### config.mk
export PLATFORM = sky130hd
export DESIGN_NAME = tlv_sample_filter
export DESIGN_NICKNAME = d
export VERILOG_FILES = /design/src/rtl/tlv_pkg.sv /design/src/rtl/tlv_sample_filter_axis.sv /design/src/rtl/tlv_sample_filter.sv
export SDC_FILE = /design/constraint.sdc
export NUM_CORES = 1
export LEC_CHECK = 0
export CORE_UTILIZATION = 55
export DETAILED_ROUTE_END_ITERATION = 8
export PLACE_DENSITY = 0.79
export SKIP_CTS_REPAIR_TIMING = 1
export SYNTH_ARGS = -nofsm -noshare
export SYNTH_HDL_FRONTEND = slang
export SYNTH_HIERARCHICAL = 1
export SYNTH_SLANG_ARGS = --single-unit
### constraint.sdc
create_clock -name clock -period 4.1 [get_ports clock]
set_input_delay 0.615 -clock clock [delete_from_list [all_inputs] [get_ports clock]]
set_output_delay 0.615 -clock clock [all_outputs]
set_load 0.02 [all_outputs]
### src/rtl/tlv_pkg.sv
// rtl/tlv_pkg.sv - shared widths, sample record and saturation helpers for the TLV493 sample filter
package tlv_pkg;
  localparam int RAW_W  = 12;
  localparam int AXIS_W = 16;
  localparam int FRM_W  = 2;
  localparam logic [15:0] CNT_MAX = 16'hFFFF;

  typedef struct packed {
    logic [RAW_W-1:0] x;
    logic [RAW_W-1:0] y;
    logic [RAW_W-1:0] z;
    logic [RAW_W-1:0] temp;
    logic [FRM_W-1:0] frm;
  } sample_t;

  // Adds two 17-bit signed operands and clamps the result into the signed 16-bit range.
  function automatic logic [AXIS_W-1:0] sat_add(input logic signed [AXIS_W:0] a,
                                                input logic signed [AXIS_W:0] b);
    logic signed [AXIS_W+1:0] sum;
    sum = {a[AXIS_W], a} + {b[AXIS_W], b};
    if (sum[AXIS_W+1:AXIS_W-1] == 3'b000 || sum[AXIS_W+1:AXIS_W-1] == 3'b111)
      return sum[AXIS_W-1:0];
    else if (sum[AXIS_W+1])
      return {1'b1, {(AXIS_W-1){1'b0}}};
    else
      return {1'b0, {(AXIS_W-1){1'b1}}};
  endfunction
endpackage

### src/rtl/tlv_sample_filter_axis.sv
// rtl/tlv_sample_filter_axis.sv - one axis: saturating offset subtract, then box-car accumulate and shift
module tlv_axis_avg
  import tlv_pkg::*;
#(
  parameter int AVG_LOG2 = 2
) (
  input  logic              clock,
  input  logic              reset,
  input  logic              clear,
  input  logic              load,
  input  logic              add,
  input  logic              last,
  input  logic [RAW_W-1:0]  raw,
  input  logic [AXIS_W-1:0] offset,
  output logic [AXIS_W-1:0] result
);
  localparam int ACC_W = AXIS_W + AVG_LOG2;

  logic signed [AXIS_W-1:0] corr;
  logic signed [AXIS_W:0]   raw_ext;
  logic signed [AXIS_W:0]   neg_off;
  logic signed [ACC_W-1:0]  acc;
  logic signed [ACC_W-1:0]  sum;

  assign raw_ext = {{(AXIS_W+1-RAW_W){raw[RAW_W-1]}}, raw};
  // 17-bit negation so that -(-32768) is representable before saturation.
  assign neg_off = -$signed({offset[AXIS_W-1], offset});
  assign sum     = acc + ACC_W'(corr);

  always_ff @(posedge clock or posedge reset) begin
    if (reset) begin
      corr   <= '0;
      acc    <= '0;
      result <= '0;
    end else if (clear) begin
      acc <= '0;
    end else begin
      if (load)
        corr <= sat_add(raw_ext, neg_off);
      if (add) begin
        if (last) begin
          result <= AXIS_W'(sum >>> AVG_LOG2);
          acc    <= '0;
        end else begin
          acc <= sum;
        end
      end
    end
  end
endmodule

### src/rtl/tlv_sample_filter.sv
// rtl/tlv_sample_filter.sv - frame accept/stale filter, calibration and decimating average for one TLV493 sensor
module tlv_sample_filter
  import tlv_pkg::*;
#(
  parameter int AVG_LOG2    = 2,
  parameter int STALE_LIMIT = 3
) (
  input  logic              clock,
  input  logic              reset,
  input  logic              clear,
  input  logic              in_valid,
  input  logic [RAW_W-1:0]  in_x,
  input  logic [RAW_W-1:0]  in_y,
  input  logic [RAW_W-1:0]  in_z,
  input  logic [RAW_W-1:0]  in_temp,
  input  logic [FRM_W-1:0]  in_frm,
  input  logic              in_ack_error,
  input  logic [AXIS_W-1:0] offset_x,
  input  logic [AXIS_W-1:0] offset_y,
  input  logic [AXIS_W-1:0] offset_z,
  output logic              out_valid,
  output logic [AXIS_W-1:0] out_x,
  output logic [AXIS_W-1:0] out_y,
  output logic [AXIS_W-1:0] out_z,
  output logic [RAW_W-1:0]  out_temp,
  output logic              stale_flag,
  output logic [15:0]       drop_count,
  output logic [15:0]       err_count
);
  localparam int CNT_W  = (AVG_LOG2 > 0) ? AVG_LOG2 : 1;
  localparam logic [CNT_W-1:0] CNT_LAST = CNT_W'((1 << AVG_LOG2) - 1);
  localparam int TACC_W = RAW_W + AVG_LOG2;
  localparam logic [7:0] STALE_LIM = 8'(STALE_LIMIT);

  sample_t           smp;
  logic              have_last;
  logic [FRM_W-1:0]  last_frm;
  logic [7:0]        stale_run;
  logic [7:0]        stale_next;
  logic              is_err;
  logic              is_stale;
  logic              accept;
  logic              s1_valid;
  logic [RAW_W-1:0]  s1_temp;
  logic [CNT_W-1:0]  acc_cnt;
  logic              last;
  logic [TACC_W-1:0] temp_acc;
  logic [TACC_W-1:0] temp_sum;

  assign smp        = '{x: in_x, y: in_y, z: in_z, temp: in_temp, frm: in_frm};
  assign is_err     = in_valid && in_ack_error;
  assign is_stale   = in_valid && !in_ack_error && have_last && (smp.frm == last_frm);
  assign accept     = in_valid && !in_ack_error && !is_stale;
  assign stale_next = (stale_run == 8'hFF) ? stale_run : stale_run + 8'd1;
  assign last       = (acc_cnt == CNT_LAST);
  assign temp_sum   = temp_acc + TACC_W'(s1_temp);

  tlv_axis_avg #(.AVG_LOG2(AVG_LOG2)) u_axis_x (
    .clock(clock), .reset(reset), .clear(clear), .load(accept), .add(s1_valid), .last(last),
    .raw(smp.x), .offset(offset_x), .result(out_x)
  );
  tlv_axis_avg #(.AVG_LOG2(AVG_LOG2)) u_axis_y (
    .clock(clock), .reset(reset), .clear(clear), .load(accept), .add(s1_valid), .last(last),
    .raw(smp.y), .offset(offset_y), .result(out_y)
  );
  tlv_axis_avg #(.AVG_LOG2(AVG_LOG2)) u_axis_z (
    .clock(clock), .reset(reset), .clear(clear), .load(accept), .add(s1_valid), .last(last),
    .raw(smp.z), .offset(offset_z), .result(out_z)
  );

  always_ff @(posedge clock or posedge reset) begin
    if (reset) begin
      have_last  <= 1'b0;
      last_frm   <= '0;
      stale_run  <= '0;
      stale_flag <= 1'b0;
      drop_count <= '0;
      err_count  <= '0;
      s1_valid   <= 1'b0;
      s1_temp    <= '0;
      acc_cnt    <= '0;
      temp_acc   <= '0;
      out_temp   <= '0;
      out_valid  <= 1'b0;
    end else if (clear) begin
      // Output data registers deliberately keep their last block.
      have_last  <= 1'b0;
      last_frm   <= '0;
      stale_run  <= '0;
      stale_flag <= 1'b0;
      drop_count <= '0;
      err_count  <= '0;
      s1_valid   <= 1'b0;
      acc_cnt    <= '0;
      temp_acc   <= '0;
      out_valid  <= 1'b0;
    end else begin
      out_valid <= s1_valid && last;
      s1_valid  <= accept;
      if (accept) begin
        s1_temp    <= smp.temp;
        last_frm   <= smp.frm;
        have_last  <= 1'b1;
        stale_run  <= '0;
        stale_flag <= 1'b0;
      end
      if (is_err) begin
        err_count  <= (err_count == CNT_MAX) ? err_count : err_count + 16'd1;
        drop_count <= (drop_count == CNT_MAX) ? drop_count : drop_count + 16'd1;
      end
      if (is_stale) begin
        drop_count <= (drop_count == CNT_MAX) ? drop_count : drop_count + 16'd1;
        stale_run  <= stale_next;
        if (stale_next == STALE_LIM)
          stale_flag <= 1'b1;
      end
      if (s1_valid) begin
        if (last) begin
          out_temp <= RAW_W'(temp_sum >> AVG_LOG2);
          temp_acc <= '0;
          acc_cnt  <= '0;
        end else begin
          temp_acc <= temp_sum;
          acc_cnt  <= acc_cnt + CNT_W'(1);
        end
      end
    end
  end
endmodule

==> reports/results.ini, run 1 <==
[synth]
syn_inst=1658
avgSynthCellArea_sq_um=9.49
synth_seq_area_share_pct=37.5
synth-main-ff-cell=dfrtp_1
synth-seq-cells=236
synth_top_area_cell=dfrtp_1
yosys_warnings=6
syn_nets=1883
synth_area_sq_um=15700
async_flop_share_pct=100
yosysTopAreaCellShare_pct=37.5
synth.distinct_cells=76
synth_edf_count=0
ys_top_cells_by_area=dfrtp_1, ha_1, xnor2_1
synth_common_cells=dfrtp_1, nand2_1, nor2_1
synth_most_common_cell=dfrtp_1

[detailed_routing]
drt_iter0_drc=980
wl_met2_um=17300
vias=13039
vias_per_cell=5.82
ant_nets=0
met3_wirelength_um=1890
drc=0
routed_wl_um=36900
wl_met1_um=17100
wl_per_cell_um=16.5
dr.pass1.iters=5
highest_layer=met4

[critical_path]
required_ns=4.43
setup.worst_path.end_class=flop
reg2reg_to=u_axis_z/result[14]$_DFFE_PP0P_
critical_path.reg2reg.startpoint=u_axis_z/corr[0]$_DFFE_PP0P_
critPathKind=primary input to flop
path_buf_inv=2
critPathArrivalTime_ns=3.61
critPathMaxFanout=12
cp_slowest_cell=a221oi_2
crit_family=compound AO/OA/AOI/OAI gates
reg2reg_depth=9
reg2reg_slack_ns=1.28
critical_path.cell_chain=clkdlybuf4s50_1 > inv_1 > ha_1 > o211ai_1 > a21oi_2 > o21ai_1 > o21a_1 > o311ai_4 > a221oi_2 > a311oi_1
cp_slowest_stage_delay_ns=1.05
setup.worst_path.start_class=primary input

[power_and_ir_drop]
p_switching_uw=2600
ir_drop_v=0.000297
leakage_uw=0.00847
p_int_uw=5060
p_clk_share_pct=30.4
powerDensity_nw_per_um2=405
p_sw_share_pct=34.0
comb_power_share_pct=33.0
pwr-share-seq_pct=36.6

[timing]
slew_headroom_pct=17.6
skew_ns=0.0143
tightest_slew_ns=1.24
tns_ns=0
finalWorstSetupSlack_ns=0.829
slew_viol_final=0
finalSetupViolCount=0
period_share_pct=79.8
fmax_mhz=306
period_needed_ns=3.27
hold_viol_final=0
hold_ws_ns=0.480
grt_setup_unrepaired=false

[cells_and_area]
nNetsFinal=2070
fillers=2213
area_growth_pct=20.2
reg_top3=u_axis_x/acc (18), u_axis_y/acc (18), u_axis_z/acc (18)
drive_gt1_share_pct=9.66
antenna_cells=0

[grt]
grt_first_pass_wirelength_um=60600
grt-ovfl-total=0
grt_usage_pct=25.1
antenna_found_initial=0
grt_max_degree=53
grt_pass1_vias=12496

[cts]
clk_path_buf_depth=3
clk_latency_ns=0.52
cts_root_buf=clkbuf_16
numCtsBuffers=25
cts_sinks=236
htreeDepth=1
cts_tree=yes
path_clk_slew_ns=0.06

[place]
hpwl_um=27200
dpl_worst_slack_ns=0.358
portBuffers=196
gp_congestion=0.895

[min_path]
hold_depth=2
hp-start=u_axis_x/result[8]$_DFFE_PP0P_
hp-class=flop to flop
worstHoldEndpoint=u_axis_x/result[8]$_DFFE_PP0P_

[floorplanning]
fp.dieW_um=171
start_util_pct=56.3
core_sq_um=27900
num_rows=61
pin_count=197
die_y_um=171
dieArea_sq_um=29300

[run]
max-cap-violations=0

[outcome]
status=finished, final reports clean

-- cell usage in the layout (no fill, tap or decap), drive strengths merged, types with 9 or more instances in the layout --
cell type,Yosys,layout
dfrtp,236,236
clkdlybuf4s50,0,195
nand2,141,141
nor2,136,136
o21ai,126,126
ha,115,115
a21oi,98,98
inv,82,83
xnor2,64,64
xor2,58,58
a311oi,39,39
nand2b,38,38
mux2,38,38
a21o,35,35
a22o,34,34
nand3,33,33
clkbuf,40,31
nor3,30,30
o211ai,28,28
o21a,27,27
a31oi,22,22
buf,13,18
and3,17,17
nand4,16,16
or3,14,14
o21bai,13,13
o31ai,12,12
nor2b,12,12
nor3b,11,11
nand3b,9,9
a211oi,9,9
or4b,9,9
-- power by group through the flow --
| stage | sequential [uW] | clock (uW) | combinational [uW] |
|---|---|---|---|
| 2_1_floorplan | 2750 | 0 | 1950 |
| 3_3_place_gp | 2820 | 0 | 2430 |
| 3_5_place_dp | 2830 | 0 | 2500 |
| 4_1_cts | 2800 | 2380 | 2520 |
| 5_1_grt | 2820 | 2460 | 2800 |
| 6_report | 2800 | 2320 | 2530 |
-- final cells by class --
class | instances | area (sq um) | area share, %
clock buffers | 31 | 688 | 3.64
clock inverters | 14 | 163 | 0.860
inverters | 82 | 309 | 1.63
multi-input cells | 1287 | 9280 | 49.1
flip-flops and latches | 236 | 5910 | 31.2
well taps | 378 | 473 | 2.50
repair buffers | 213 | 2080 | 11.0
-- logic make-up (layout without fill, tap and decap cells) --
| logic type | count (synthesis) | count (layout) | share of synthesized area, % |
|---|---|---|---|
| muxes | 40 | 40 | 2.85 |
| buffers and inverters | 135 | 340 | 3.51 |
| xor gates and xnor gates | 122 | 122 | 6.79 |
| AOI/OAI and AO/OA | 507 | 507 | 23.6 |
| DFF | 236 | 236 | 37.5 |
| adders and majority gates | 122 | 122 | 10.0 |
| and+or+nand+nor | 496 | 496 | 15.6 |
-- metal layers --
layer  global-route usage [%]  vias to the layer above
li1                         -                     6434
met1                     35.1                     6226
met2                     42.0                      341
met3                     2.80                       38
met4                     5.16                        0
met5                        0                        -
-- worst max path at each step --
stage | cells after the start | startpoint | slack (ns) | to
after global placement | 11 | offset_z[0] | 0.41 | u_axis_z/corr[14]$_DFFE_PP0P_
after floorplan | 11 | in_x[0] | 1.17 | u_axis_x/corr[14]$_DFFE_PP0P_
after CTS | 10 | offset_x[2] | 0.90 | u_axis_x/corr[2]$_DFFE_PP0P_
final | 10 | offset_x[2] | 0.83 | u_axis_x/corr[12]$_DFFE_PP0P_
after global routing | 9 | in_x[11] | 0.64 | u_axis_x/corr[12]$_DFFE_PP0P_
after detailed placement | 10 | offset_x[2] | 0.36 | u_axis_x/corr[13]$_DFFE_PP0P_
-- stage by stage --
step           total power (uW)  area, sq um  instances  utilization (%)
2_1_floorplan              4700        15700       1658                -
3_3_place_gp               5250        18100       2196             64.6
3_5_place_dp               5330        18100       2196             64.6
4_1_cts                    7700        18900       2241             67.7
5_1_grt                    8090        18900       2241             67.7
6_report                   7660        18900       2241             67.7
-- worst min-delay path: stages, from the launching register on --
cell,delay [ns]
dfrtp_1,0.34
nand2_1,0.05
o21ai_0,0.06
No activity file was read; power rests on OpenSTA's default activity.
==> run 2, diff against run 1 <==
- CORE_UTILIZATION: 55 -> 51
- PLACE_DENSITY: 0.79 -> 0.77
- clock period: 4.1 -> 2.75 ns (I/O delays scaled with it)
==> run 2 against run 1 <==
Setup slack worse by 0.80 ns; first-iteration DRC count fell by 15%; core utilization is 0.73 points higher; worst hold slack worse by 0.15 ns; non-clock buffer count grew 180; via count grew 5.5%; clock skew fell by 0.0022 ns; routed wire length up 5.0%; final area up 8.4%; critical endpoint is now u_axis_x/corr[14]$_DFFE_PP0P_.
==> reports/results.ini, run 2 (same netlist as run 1, synthesis figures left out) <==
[grt]
grt_usage_pct=24.4  ; -0.65 points
grt_use_met2_pct=41.7  ; -0.36 points
grt-ovfl-total=0  ; unchanged
met1_usage_pct=33.3  ; -1.7 points
grt_max_degree=51  ; -3.8%
grt_first_pass_wirelength_um=63900  ; +5.5%
antenna_found_initial=0  ; unchanged
grt_busiest_layer=met2
grtUsageMet3_pct=2.61  ; -0.19 points
grt_pass1_vias=13448  ; +7.6%

[detailed_routing]
routed_wl_um=38700  ; +5.0%
drt_iter0_drc=837  ; -15%
ant_nets=0  ; unchanged
wl_per_cell_um=15.9  ; -3.1%
drc=0  ; unchanged
vias_per_cell=5.66  ; -2.7%
vias=13758  ; +5.5%
dr.pass1.iters=5  ; unchanged

[timing]
skew_ns=0.0120  ; -0.00224 ns
finalWorstSetupSlack_ns=0.0265  ; -0.803 ns
period_needed_ns=2.72
slew_viol_final=0  ; unchanged
period_share_pct=99.0
slew_headroom_pct=29.2  ; +12 points
tns_ns=0  ; unchanged
fmax_mhz=367
hold_viol_final=0  ; unchanged
tightest_slew_ns=1.06  ; -0.176 ns
finalSetupViolCount=0  ; unchanged

[critical_path]
reg2reg_depth=9  ; unchanged
setup.worst_path.start_class=primary input
critical_path.reg2reg.startpoint=u_axis_z/corr[0]$_DFFE_PP0P_
reg2reg_to=u_axis_z/acc[16]$_DFFE_PP0P_
critPathArrivalTime_ns=3.14  ; -0.47 ns
critPathKind=primary input to flop
reg2reg_slack_ns=0.17  ; -1.11 ns
required_ns=3.17  ; -1.26 ns
critPathMaxFanout=2  ; -10
setup.worst_path.end_class=flop

[power_and_ir_drop]
powerDensity_nw_per_um2=566  ; +40%
ir_drop_v=0.000347  ; +17%
leakage_uw=0.00944  ; +11%

[cts]
cts_root_buf=clkbuf_16
cts_tree=yes
path_clk_slew_ns=0.06  ; about the same
numCtsBuffers=25  ; unchanged
clk_latency_ns=0.51  ; about the same
clk_path_buf_depth=3  ; unchanged
htreeDepth=1  ; unchanged
cts_sinks=236  ; unchanged

[min_path]
worstHoldEndpoint=acc_cnt[1]$_DFFE_PP0P_
hold_depth=2  ; unchanged
hp-class=primary input to flop
hp-start=clear

[cells_and_area]
mostFrequentLayoutCell=dfrtp_1
reg_top3=u_axis_x/acc (18), u_axis_y/acc (18), u_axis_z/acc (18)
antenna_cells=0  ; unchanged
drive_gt1_share_pct=18.3  ; +8.7 points
regArea_sq_um=5910  ; unchanged
fillers=2295  ; +3.7%
area_growth_pct=30.2
nNetsFinal=2250  ; +8.7%
multi_input_area_sq_um=9430  ; +1.6%
most-common-layout-cells=dfrtp_1, clkdlybuf4s50_1, buf_4, nand2_1, nor2_1

[outcome]
status=finished, final reports clean

[floorplanning]
num_rows=63  ; +3.3%
start_util_pct=52.5  ; -3.8 points
pin_count=197  ; unchanged
dieArea_sq_um=31500  ; +7.7%
core_sq_um=30000  ; +7.2%
die_y_um=178  ; +3.8%
fp.dieW_um=178  ; +3.8%

[place]
hpwl_um=29000  ; +6.5%
gp_congestion=0.920  ; +2.7%
dpl_worst_slack_ns=-0.735  ; -1.09 ns
portBuffers=196  ; unchanged

[run]
max-cap-violations=0  ; unchanged

-- run 2: changes by cell type in the layout (fill, tap and decap cells not counted), sizes merged, moves of 2 or more --
cell           delta
clkbuf            +5
bufinv            -2
clkdlybuf4s50     -6
clkinvlp          -3
buf             +180
dlymetal6s2s      +6
clkinv            -2
-- run 2: routing by layer --
layer	share of wire (%)	vias to the layer above
met3	4.6	59
met1	46	6579
li1	-	6800
met2	48	320
met5	0	-
met4	1.9	0
-- run 2: through the flow --
stage	instance area, sq um	instances	utilization [%]	hold slack [ns]	power [uW]
floorplan	15700	1658	-	0.453	7010
global placement	19400	2374	64.8	0.464	8150
detailed placement	19400	2374	64.8	0.470	8300
CTS	20200	2416	67.4	0.315	11600
global route	20500	2430	68.4	0.337	12300
finish	20500	2430	68.4	0.327	11600
-- run 2: cell type report --
type	count	area share [%]
clock inverters	6	0.287
flip-flops and latches	236	28.8
inverters	82	1.51
multi-input cells	1287	46.0
well taps	390	2.38
repair buffers	393	17.5
clock buffers	36	3.50
-- run 2: power by group --
part | leakage [uW] | switching [uW] | internal, uW
Combinational | 0.00593 | 2250 | 1960
Clock | 0.000385 | 1320 | 1890
Sequential | 0.00312 | 343 | 3830
-- run 2: worst max path at each step --
stage	startpoint	endpoint	cells after the start
finish	offset_x[1]	u_axis_x/corr[14]$_DFFE_PP0P_	10
global route	offset_x[1]	u_axis_x/corr[14]$_DFFE_PP0P_	10
CTS	offset_z[4]	u_axis_z/corr[12]$_DFFE_PP0P_	10
detailed placement	offset_z[4]	u_axis_z/corr[12]$_DFFE_PP0P_	10
global placement	in_z[0]	u_axis_z/corr[12]$_DFFE_PP0P_	12
floorplan	in_x[0]	u_axis_x/corr[14]$_DFFE_PP0P_	11
-- run 2: critical path, cell delays in order --
cell             delay, ns
clkdlybuf4s50_1       0.46
inv_1                 0.07
fa_2                  0.38
a211oi_4              0.26
o211ai_1              0.17
a21o_1                0.20
o41a_1                0.41
xnor2_2               0.16
or4b_1                0.51
o211ai_1              0.11
==> run 3, diff against run 2 <==
- CORE_UTILIZATION: 51 -> 55
- PLACE_DENSITY: 0.77 -> 0.79
- clock period: 2.75 -> 3.1 ns (I/O delays scaled with it)
==> run 3 against run 2 <==
Non-clock buffer count down 45; cell count down 2.3%; power down 11%; critical path type unchanged; largest power group is now registers.
==> reports/results.ini, run 3 (same netlist as run 1, synthesis figures left out) <==
[outcome]
status=finished, final reports clean

[floorplanning]
start_util_pct=56.3  ; +3.8 points
pin_count=197  ; unchanged
fp.dieW_um=171  ; -3.7%
core_sq_um=27900  ; -6.7%
num_rows=61  ; -3.2%
dieArea_sq_um=29300  ; -7.2%
die_y_um=171  ; -3.7%

[detailed_routing]
routed_wl_um=38100  ; -1.7%
wl_per_cell_um=16.0  ; +0.62%
vias_per_cell=5.80  ; +2.5%
ant_nets=0  ; unchanged
vias=13775  ; +0.12%
dr.pass1.iters=5  ; unchanged
drt_iter0_drc=980  ; +17%
drc=0  ; unchanged

[timing]
period_needed_ns=2.93
finalSetupViolCount=0  ; unchanged
fmax_mhz=341
hold_viol_final=0  ; unchanged
skew_ns=0.0161  ; +0.00408 ns
slew_headroom_pct=46.3  ; +17 points
slew_viol_final=0  ; unchanged
tightest_slew_ns=0.805  ; -0.255 ns
period_share_pct=94.6
hold_ws_ns=0.411  ; +0.0842 ns

[critical_path]
path_buf_inv=5  ; +3
critPathKind=primary input to flop
critPathArrivalTime_ns=3.33  ; +0.19 ns
cp_slowest_cell=clkdlybuf4s50_1
setup.worst_path.start_class=primary input
crit_family=compound AO/OA/AOI/OAI gates
cp_slowest_stage_delay_ns=0.47  ; -0.04 ns
critical_path.reg2reg.startpoint=u_axis_x/corr[0]$_DFFE_PP0P_
cp_common_cell=buf_4
required_ns=3.50  ; +0.33 ns
reg2reg_slack_ns=0.31  ; +0.14 ns
critPathMaxFanout=5  ; +3
critical_path.cell_chain=clkdlybuf4s50_1 > ha_1 > inv_1 > fa_1 > a211oi_1 > o211ai_1 > buf_4 > o211ai_2 > o22a_1 > buf_4 > o211ai_2 > buf_4 > a311oi_1
setup.worst_path.end_class=flop
reg2reg_depth=9  ; unchanged
reg2reg_to=u_axis_x/result[14]$_DFFE_PP0P_

[grt]
grt_use_met2_pct=44.2  ; +2.5 points
grt_busiest_layer=met2
grt_max_degree=43  ; -16%
grt_usage_pct=26.3  ; +1.9 points
grt-ovfl-total=0  ; unchanged
grt_pass1_vias=13301  ; -1.1%
met1_usage_pct=36.5  ; +3.2 points
grt_first_pass_wirelength_um=63600  ; -0.57%
antenna_found_initial=0  ; unchanged
grtUsageMet3_pct=2.73  ; +0.12 points

[cells_and_area]
fin_area_sq_um=20000  ; -2.5%
area_growth_pct=27.0
fillers=2092  ; -8.8%
nNetsFinal=2205  ; -2.0%
mostFrequentLayoutCell=dfrtp_1
antenna_cells=0  ; unchanged
most-common-layout-cells=dfrtp_1, clkdlybuf4s50_1, buf_4, nand2_1, nor2_1
reg_top3=u_axis_x/acc (18), u_axis_y/acc (18), u_axis_z/acc (18)
drive_gt1_share_pct=15.6  ; -2.8 points

[min_path]
hold_depth=2  ; unchanged
worstHoldEndpoint=err_count[15]$_DFFE_PP0P_
hp-class=primary input to flop
hp-start=clear

[run]
max-cap-violations=0  ; unchanged

[power_and_ir_drop]
leakage_uw=0.00914  ; -3.1%
powerDensity_nw_per_um2=517  ; -8.6%
ir_drop_v=0.000330  ; -5.1%

[cts]
cts_sinks=236  ; unchanged
cts_root_buf=clkbuf_16
path_clk_slew_ns=0.06  ; about the same
htreeDepth=1  ; unchanged
clk_path_buf_depth=3  ; unchanged
clk_latency_ns=0.52  ; about the same
numCtsBuffers=25  ; unchanged
cts_tree=yes

[place]
portBuffers=196  ; unchanged
placedInstanceArea_sq_um=19100  ; -1.5%
gp_congestion=0.908  ; -1.3%
hpwl_um=29000  ; about the same

run 3: cell types whose count changed in the layout (fill, tap and decap cells not counted), moves of 4 or more:
cell	previous run	this run
buf_4	186	148
ha_1	109	115
clkdlybuf4s50_1	189	195
ha_2	4	0
dlymetal6s2s_1	6	0
buf_12	10	4
run 3: metrics by stage:
step | TNS [ns] | cells | total power, uW | setup WS [ns] | utilization (%)
CTS | 0 | 2374 | 10300 | 0.114 | 71.4
global placement | -11.09 | 2331 | 7190 | -0.345 | 68.4
global route | -0.0324 | 2374 | 10900 | -0.0324 | 71.5
floorplan | 0 | 1658 | 6220 | 0.323 | -
finish | 0 | 2374 | 10300 | 0.168 | 71.5
detailed placement | -13.72 | 2331 | 7330 | -0.411 | 68.4
run 3: layout make-up:
type,count,area [sq um],area share (%)
well taps,378,473,2.37
clock buffers,37,741,3.71
clock inverters,6,80.1,0.401
inverters,82,309,1.55
flip-flops and latches,236,5910,29.6
repair buffers,348,3150,15.8
multi-input cells,1287,9320,46.7
run 3: how the worst max path moves through the flow:
stage / startpoint / to / slack, ns / depth (start not counted)
after CTS: in_x[0] / u_axis_x/corr[12]$_DFFE_PP0P_ / 0.11 / 12
final: offset_y[0] / u_axis_y/corr[12]$_DFFE_PP0P_ / 0.17 / 13
after detailed placement: in_x[0] / u_axis_x/corr[12]$_DFFE_PP0P_ / -0.41 / 12
after floorplan: in_x[0] / u_axis_x/corr[14]$_DFFE_PP0P_ / 0.32 / 11
after global placement: offset_z[4] / u_axis_z/corr[12]$_DFFE_PP0P_ / -0.35 / 10
after global routing: in_y[0] / u_axis_y/corr[12]$_DFFE_PP0P_ / -0.03 / 14
run 3: worst reg2reg max path, stage by stage (launching register included):
cell and delay [ns]:
dfrtp_1 0.40, ha_1 0.25, fa_1 0.42, a21o_1 0.20, a21oi_1 0.37, o21a_1 0.18
o21ai_1 0.13, a311oi_1 0.33, xor2_1 0.29, o21ai_1 0.10
run 3: layer usage:
layer	routed length [um]	up-vias	share of wire, %
met4	715	0	1.9
met2	18000	347	47
li1	-	6702	-
met3	1750	53	4.6
met5	0	-	0
met1	17600	6673	46
run 3: power breakdown:
part	internal (uW)	leakage [uW]	switching, uW
registers	3400	0.00312	309
clock network	1810	0.000408	1180
logic	1660	0.00561	1970
